**config.mk**
```make
export PLATFORM = sky130hd
export DESIGN_NAME = load_unit
export DESIGN_NICKNAME = d
export VERILOG_FILES = /design/src/rtl/load_unit.sv
export SDC_FILE = /design/constraint.sdc
export NUM_CORES = 1
export LEC_CHECK = 0
export ABC_CLOCK_PERIOD_IN_PS = 4200
export BUFFER_PORTS_ARGS = -buffer_cell sky130_fd_sc_hd__buf_2
export CORE_MARGIN = 2
export CORE_UTILIZATION = 55
export DETAILED_ROUTE_END_ITERATION = 12
export GPL_TIMING_DRIVEN = 0
export PLACE_DENSITY = 0.86
export RECOVER_POWER = 50
export SETUP_SLACK_MARGIN = 0.02
export SLEW_MARGIN = 10
export SYNTH_ARGS = -nofsm -noshare
export SYNTH_HDL_FRONTEND = slang
export SYNTH_SLANG_ARGS = --single-unit
```
**constraint.sdc**
```tcl
create_clock -name clk -period 4.2 [get_ports clk]
set_input_delay 0.21 -clock clk [delete_from_list [all_inputs] [get_ports clk]]
set_output_delay 0.21 -clock clk [all_outputs]
set_load 0.01 [all_outputs]
```
**src/rtl/load_unit.sv**
```systemverilog
// Execute-stage load unit: forms the effective address, performs one word read over a
// valid/ready memory port, extracts and extends the addressed lane, and issues a writeback.
module load_unit #(
   parameter int XLEN = 32
) (
   input  logic            clk,
   input  logic            rst,
   input  logic            start,
   input  logic [4:0]      load_control,
   input  logic [XLEN-1:0] rs1_data,
   input  logic [11:0]     imm,
   input  logic [4:0]      rd,
   output logic            busy,
   output logic            mem_req_valid,
   input  logic            mem_req_ready,
   output logic [XLEN-1:0] mem_addr,
   input  logic            mem_rsp_valid,
   input  logic [XLEN-1:0] mem_rdata,
   output logic            wb_valid,
   output logic [4:0]      wb_rd,
   output logic [XLEN-1:0] wb_data,
   output logic            misaligned
);

   // Load-control encodings shared with the decoder (processor_defines.sv).
   localparam logic [4:0] LD_NOP = 5'b00000;
   localparam logic [4:0] LB     = 5'b00001;
   localparam logic [4:0] LH     = 5'b00010;
   localparam logic [4:0] LW     = 5'b00100;
   localparam logic [4:0] LBU    = 5'b01000;
   localparam logic [4:0] LHU    = 5'b10000;

   typedef enum logic [2:0] {IDLE, REQ, RESP, WB, FAULT} state_t;

   state_t          state;
   logic [1:0]      lane_p0;
   logic [4:0]      rd_p0;
   logic [4:0]      ctrl_p0;
   logic [XLEN-1:0] ea;

   assign ea = rs1_data + {{(XLEN-12){imm[11]}}, imm};

   function automatic logic is_load(input logic [4:0] c);
      return (c == LB) || (c == LH) || (c == LW) || (c == LBU) || (c == LHU);
   endfunction

   function automatic logic is_misaligned(input logic [4:0] c, input logic [1:0] lane);
      logic m;
      m = 1'b0;
      case (c)
         LH, LHU: m = lane[0];
         LW:      m = (lane != 2'b00);
         default: m = 1'b0;
      endcase
      return m;
   endfunction

   function automatic logic [XLEN-1:0] extract(input logic [4:0] c, input logic [1:0] lane,
                                               input logic [XLEN-1:0] word);
      logic [XLEN-1:0]    shifted;
      logic signed [7:0]  b;
      logic signed [15:0] h;
      logic [XLEN-1:0]    r;
      shifted = word >> {lane, 3'b000};
      b       = shifted[7:0];
      h       = lane[1] ? word[31:16] : word[15:0];
      case (c)
         LB:      r = {{(XLEN-8){b[7]}}, b};
         LBU:     r = {{(XLEN-8){1'b0}}, b};
         LH:      r = {{(XLEN-16){h[15]}}, h};
         LHU:     r = {{(XLEN-16){1'b0}}, h};
         default: r = word;
      endcase
      return r;
   endfunction

   always_ff @(posedge clk or posedge rst) begin
      if (rst) begin
         state         <= IDLE;
         busy          <= 1'b0;
         mem_req_valid <= 1'b0;
         wb_valid      <= 1'b0;
         misaligned    <= 1'b0;
         mem_addr      <= '0;
         wb_rd         <= '0;
         wb_data       <= '0;
         lane_p0       <= '0;
         rd_p0         <= '0;
         ctrl_p0       <= LD_NOP;
      end else begin
         case (state)
            // Capture: anything that is not a real load leaves the unit idle.
            IDLE: begin
               if (start) begin
                  lane_p0  <= ea[1:0];
                  rd_p0    <= rd;
                  ctrl_p0  <= load_control;
                  mem_addr <= {ea[XLEN-1:2], 2'b00};
                  if (is_load(load_control)) begin
                     busy <= 1'b1;
                     if (is_misaligned(load_control, ea[1:0])) begin
                        misaligned <= 1'b1;
                        state      <= FAULT;
                     end else begin
                        mem_req_valid <= 1'b1;
                        state         <= REQ;
                     end
                  end
               end
            end
            // Request: address held until the handshake; a response here is too early.
            REQ: begin
               if (mem_req_ready) begin
                  mem_req_valid <= 1'b0;
                  state         <= RESP;
               end
            end
            // Response: writes to x0 still complete but never strobe.
            RESP: begin
               if (mem_rsp_valid) begin
                  if (rd_p0 != 5'd0) begin
                     wb_valid <= 1'b1;
                     wb_rd    <= rd_p0;
                     wb_data  <= extract(ctrl_p0, lane_p0, mem_rdata);
                  end
                  state <= WB;
               end
            end
            WB: begin
               wb_valid <= 1'b0;
               busy     <= 1'b0;
               state    <= IDLE;
            end
            FAULT: begin
               misaligned <= 1'b0;
               busy       <= 1'b0;
               state      <= IDLE;
            end
            default: state <= IDLE;
         endcase
      end
   end

endmodule

```
### After elaboration in Yosys (flattened, before gate mapping)

Index checks and enable logic that the tools add are counted.

| word-level totals | value |
|---|---|
| register bits | 86 |
| input bits | 91 |
| output and inout port bits | 73 |
| logic and storage cells | 80 |

| operators by class | value |
|---|---|
| add/sub/neg operators | 1 |
| equality and inequality tests | 20 |
| shift-type cells | 1 |
| mux-type cells | 27 |
| reduce and logical (&&, ||, !) cells | 20 |

Operators by type and width:

| operator | count |
|---|---|
| 32-bit one-hot mux with 4 select lines | 1 |
| 32-bit adder | 1 |
| 32-bit by 5-bit >> shifter with 8-bit output | 1 |
| 16-bit two-way mux | 1 |
| 3-bit two-way mux | 5 |
| 1-bit two-way mux | 14 |
| 2-bit != test, second input constant | 7 |
| 5-bit by 1-bit equality test with 1-bit output, second input constant | 2 |
| 5-bit by 2-bit equality test with 1-bit output, second input constant | 2 |
| 5-bit by 4-bit equality test with 1-bit output, second input constant | 2 |
| 5-bit equality test, second input constant | 2 |
| 1-bit one-hot mux with 2 select lines | 5 |
| 2-bit nonzero test | 5 |
| 3-bit one-hot mux with 3 select lines | 1 |
| 3-bit AND reduction | 3 |
| 4-bit AND reduction | 2 |
| 3-bit by 2-bit equality test with 1-bit output, second input constant | 2 |
| 5-bit by 3-bit equality test with 1-bit output, second input constant | 1 |
| 5-bit AND reduction | 1 |
| 5-bit nonzero test | 1 |
| 1-bit logical OR | 4 |
| 2-bit OR reduction | 2 |
| 3-bit by 1-bit equality test with 1-bit output, second input constant | 1 |
| 3-bit equality test, second input constant | 1 |
| other kinds (2) | 2 |

### Logic depth before layout (Yosys ltp)

| logic depth | value |
|---|---|
| depth in word-level cells | 12 |
| gate-level depth with buffers | 10 |
| mapped depth without buffers | 10 |

### Least setup slack after synthesis

No wires, ideal clock.

| timing path | value |
|---|---|
| path kind | input -> register |
| from | input port rs1_data[0] |
| to | register mem_addr[26] |
| arrival time | 2.329 ns |
| path slack | 1.748 ns |
| cell stages on the path | 10 |
| buffers on the path | 0 |
| cell sequence | ha_1 -> fa_1 -> a21o_1 -> a221oi_2 -> a211oi_2 -> a211oi_2 -> o31ai_4 -> a21boi_2 -> xor2_1 -> o21ai_1 |

| between the ends | value |
|---|---|
| word-level cells in the longest chain between the ends | 1 |

RTL lines:

| what | line | source |
|---|---|---|
| start: declaration | 10 | `input logic [XLEN-1:0] rs1_data,` |
| 32-bit adder | 41 | `assign ea = rs1_data + {{(XLEN-12){imm[11]}}, imm};` |
| end signal: assignment | 98 | `mem_addr <= {ea[XLEN-1:2], 2'b00};` |
| end: declaration | 16 | `output logic [XLEN-1:0] mem_addr,` |

No other way between the ends.
A chain may end at the register's enable or synchronous reset.

==> reports/metrics.csv <==
stage,metric,value,unit
detailed_routing,WL final,16.0,mm
yosys,sequential fraction of the synthesis area,38.3,%
timing,FMAX,384,MHz
yosys,post-synth top area cell,dfrtp_1,
finish,"commonest non-fill, non-tap cell in the layout",buf_2,
finish,Final Instance Count excl. Fillers,985,
yosys,Yosys top cell area share,38.3,%
cts,CTS tree,yes,
detailed_routing,DRC Markers,0,
power,clock share of power,15.2,%
grt,vias in the first global route,5706,
finish,diodes inserted,0,
setup_path,Worst Setup End Kind,asynchronous set/reset pin,
power,Int Power,2.24,mW
power,maximum VDD drop,0.253,mV
placement,PortBufs,160,
finish,layout cells sized above 1,21.4,%
cts,"Clk Latency, worst-skew pair",370,ps
grt,first-pass GRT wire length,26.2,mm
timing,RSZ-0062 raised after global routing,false,
yosys,synth top area cells,"dfrtp_1, nand2_1, ha_1",
yosys,"Primary FF master, synth",dfrtp_1,
timing,slack of the critical path,1590,ps
worst_hold_path,Hold Crit Class,in -> reg,
power,leak pwr,3.22,nW
power,pwr/cell area,597,nW/um2
yosys,"EDFF count, synth",0,
yosys,synthesized instance count,673,
detailed_routing,Vias/cell,5.89,
finish,most frequent cells in the layout,"buf_2, nand2_1, dfrtp_1",
placement,RePlAce Congestion,0.961,
timing,Slew HR,6.24,%
detailed_routing,Avg WL per Cell,16.2,um
yosys,Synth warnings,0,
yosys,synth unique cells,64,
timing,Tcrit/Tclk final,62.0,%
yosys,async set-or-reset flop fraction in the synthesized netlist,100,%
finish,"Core Util, Final",68.6,%
finish,Area Growth Syn to Fin,20.4,%
power,Flop pwr share,35.8,%
placement,post-place setup slack,1320,ps
setup_path,Worst Path Required,4440,ps
setup_path,WP data arrival,2850,ps
placement,DP Cell Count,968,
power,Logic pwr share,49.0,%
yosys,mapped cell area,5620,um2
finish,Final Cell Area,6760,um2
timing,Fin. Hold Viols,0,
placement,hpwl dp,12.5,mm
setup_path,crit path max fanout,57,
detailed_routing,Routed Antenna Nets,0,
floorplan,FP Rows,36,
timing,worst-margin pin slew,1410,ps
timing,# setup viols final,0,
run_status,outcome,"complete, no violations",
floorplan,Die W,105,um
grt,antenna violations before repair,0,
floorplan,Die Ht,105,um
cts,clock slew at reported path FFs,100,ps
yosys,#FFs+latches synth,86,
placement,DP Area,6620,um2
floorplan,Core ar.,9860,um2
yosys,Avg Synthesized Cell Area,8.35,um2
finish,final net count,970,
grt,grt total ovfl,0,
grt,largest net degree at the start of global routing,58,
power,switching power,1.80,mW
cts,Clock Tree Buf Depth,2,
cts,CTS Sinks,86,
timing,Slew Limit Fails,0,
grt,GRT Total Usage,29.2,%
run,max capacitance violation total,0,
cts,post-CTS sizing,0,
timing,Final Critical Period,2610,ps
timing,clk_skew,13.0,ps
setup_path,Startpoint Class,input pin,
cts,# Post-CTS Setup Buffers,0,
floorplan,Die ar.,11000,um2
timing,setup_tns,0,ps
cts,H-tree level count,3,
cts,Root Driver,clkbuf_8,
detailed_routing,DR pass1 iterations,6,
power,Net Sw Frac,44.5,%
finish,fill count,835,
floorplan,initial core utilization,56.9,%
setup_path,critical path type,in -> async,
detailed_routing,DR iter-0 viols,440,
floorplan,IO Count,164,
detailed_routing,via count,5802,
cts,clock buffer count from CTS,9,
==> cells in the mapped netlist, drive strengths merged (2+ instances only) <==
cell,count
a211oi,11
a21o,19
a21oi,63
a221oi,10
a222oi,2
a31oi,5
and2,5
and3,8
buf,13
clkbuf,27
dfrtp,86
ha,31
inv,12
mux2,2
nand2,120
nand2b,6
nand3,6
nand4,9
nor2,54
nor2b,6
nor3,6
nor4,9
o2111ai,2
o211ai,2
o21ai,72
o21bai,2
o22ai,8
o311a,2
o31ai,12
or2,10
or4,3
xnor2,14
xor2,19
==> power by group through the flow <==
stage | Sequential [mW] | Clock [mW] | Combinational [mW]
final | 1.45 | 0.613 | 1.98
after global routing | 1.49 | 0.654 | 2.21
after CTS | 1.43 | 0.622 | 2.01
after detailed placement | 1.45 | 0 | 2.00
after global placement | 1.43 | 0 | 1.94
after floorplan | 1.57 | 0 | 1.15
==> layer usage <==
| metal | share of wire [%] | GRT usage (%) | wire, um | up-vias |
|---|---|---|---|---|
| met1 | 40 | 35.8 | 6410 | 2670 |
| met5 | 0 | 0 | 0 | - |
| met4 | 3.4 | 13.5 | 538 | 0 |
| met3 | 7.8 | 3.74 | 1250 | 55 |
| li1 | - | - | - | 2744 |
| met2 | 49 | 50.8 | 7780 | 333 |
==> cell type report <==
class	instances	area, um2	share of cell area, %
clock inverters	7	80.1	1.18
well taps	133	166	2.46
inverters	12	46.3	0.684
clock buffers	9	124	1.83
repair buffers	162	772	11.4
multi-input cells	536	3240	47.9
plain buffers	40	183	2.70
flip-flops and latches	86	2150	31.8
==> flip-flops by register name (all words and copies together) (netlist names) <==
register       cells
wb_data           32
mem_addr          30
ctrl_p0            5
rd_p0              5
wb_rd              5
state              3
lane_p0            2
busy               1
mem_req_valid      1
misaligned         1
wb_valid           1
==> what timing repair did <==
item                                   in CTS  in global routing
endpoints found under the hold margin      29                  0
setup endpoints to repair                   0                  0
hold buffers                                1                  0
==> per-stage QoR <==
stage / power [mW] / hold slack (ps)
6_report: 4.04 / 31.2
5_1_grt: 4.35 / 25.2
4_1_cts: 4.07 / 23.3
3_5_place_dp: 3.46 / 240
3_3_place_gp: 3.36 / 417
2_1_floorplan: 2.72 / 315
==> worst max-delay path, stage by stage <==
cell           delay, ps
dlygate4sd3_1        530
buf_2                120
clkinvlp_2           770
clkbuf_2            1170
==> kinds of logic (layout without fill, tap and decap cells) <==
| logic type | Yosys count | count (layout) | share of synthesized area (%) |
|---|---|---|---|
| compound gates | 219 | 219 | 24.3 |
| xor+xnor | 33 | 33 | 5.15 |
| fa+ha+maj | 32 | 32 | 7.26 |
| buf+inv | 52 | 230 | 4.05 |
| flops | 86 | 86 | 38.3 |
| mux | 4 | 4 | 0.980 |
| other cells | 1 | 2 | 0.0668 |
| simple gates | 246 | 246 | 19.9 |
==> final timing paths <==
path	from	end	slack, ps	cells past startpoint
min	rd[0]	rd_p0[0]$_DFFE_PP0P_	30	3
max reg2reg	rd_p0[1]$_DFFE_PP0P_	wb_data[15]$_DFFE_PP0P_	1670	6
min in group asynchronous	rst	mem_addr[27]$_DFFE_PP0P_	660	3
max	rst	wb_data[7]$_DFFE_PP0P_	1590	4
max in group clk	rd_p0[1]$_DFFE_PP0P_	wb_data[15]$_DFFE_PP0P_	1670	6
min reg2reg	wb_rd[4]$_DFFE_PP0P_	wb_rd[4]$_DFFE_PP0P_	480	2
Note: power is estimated with default switching activity, not from simulation.
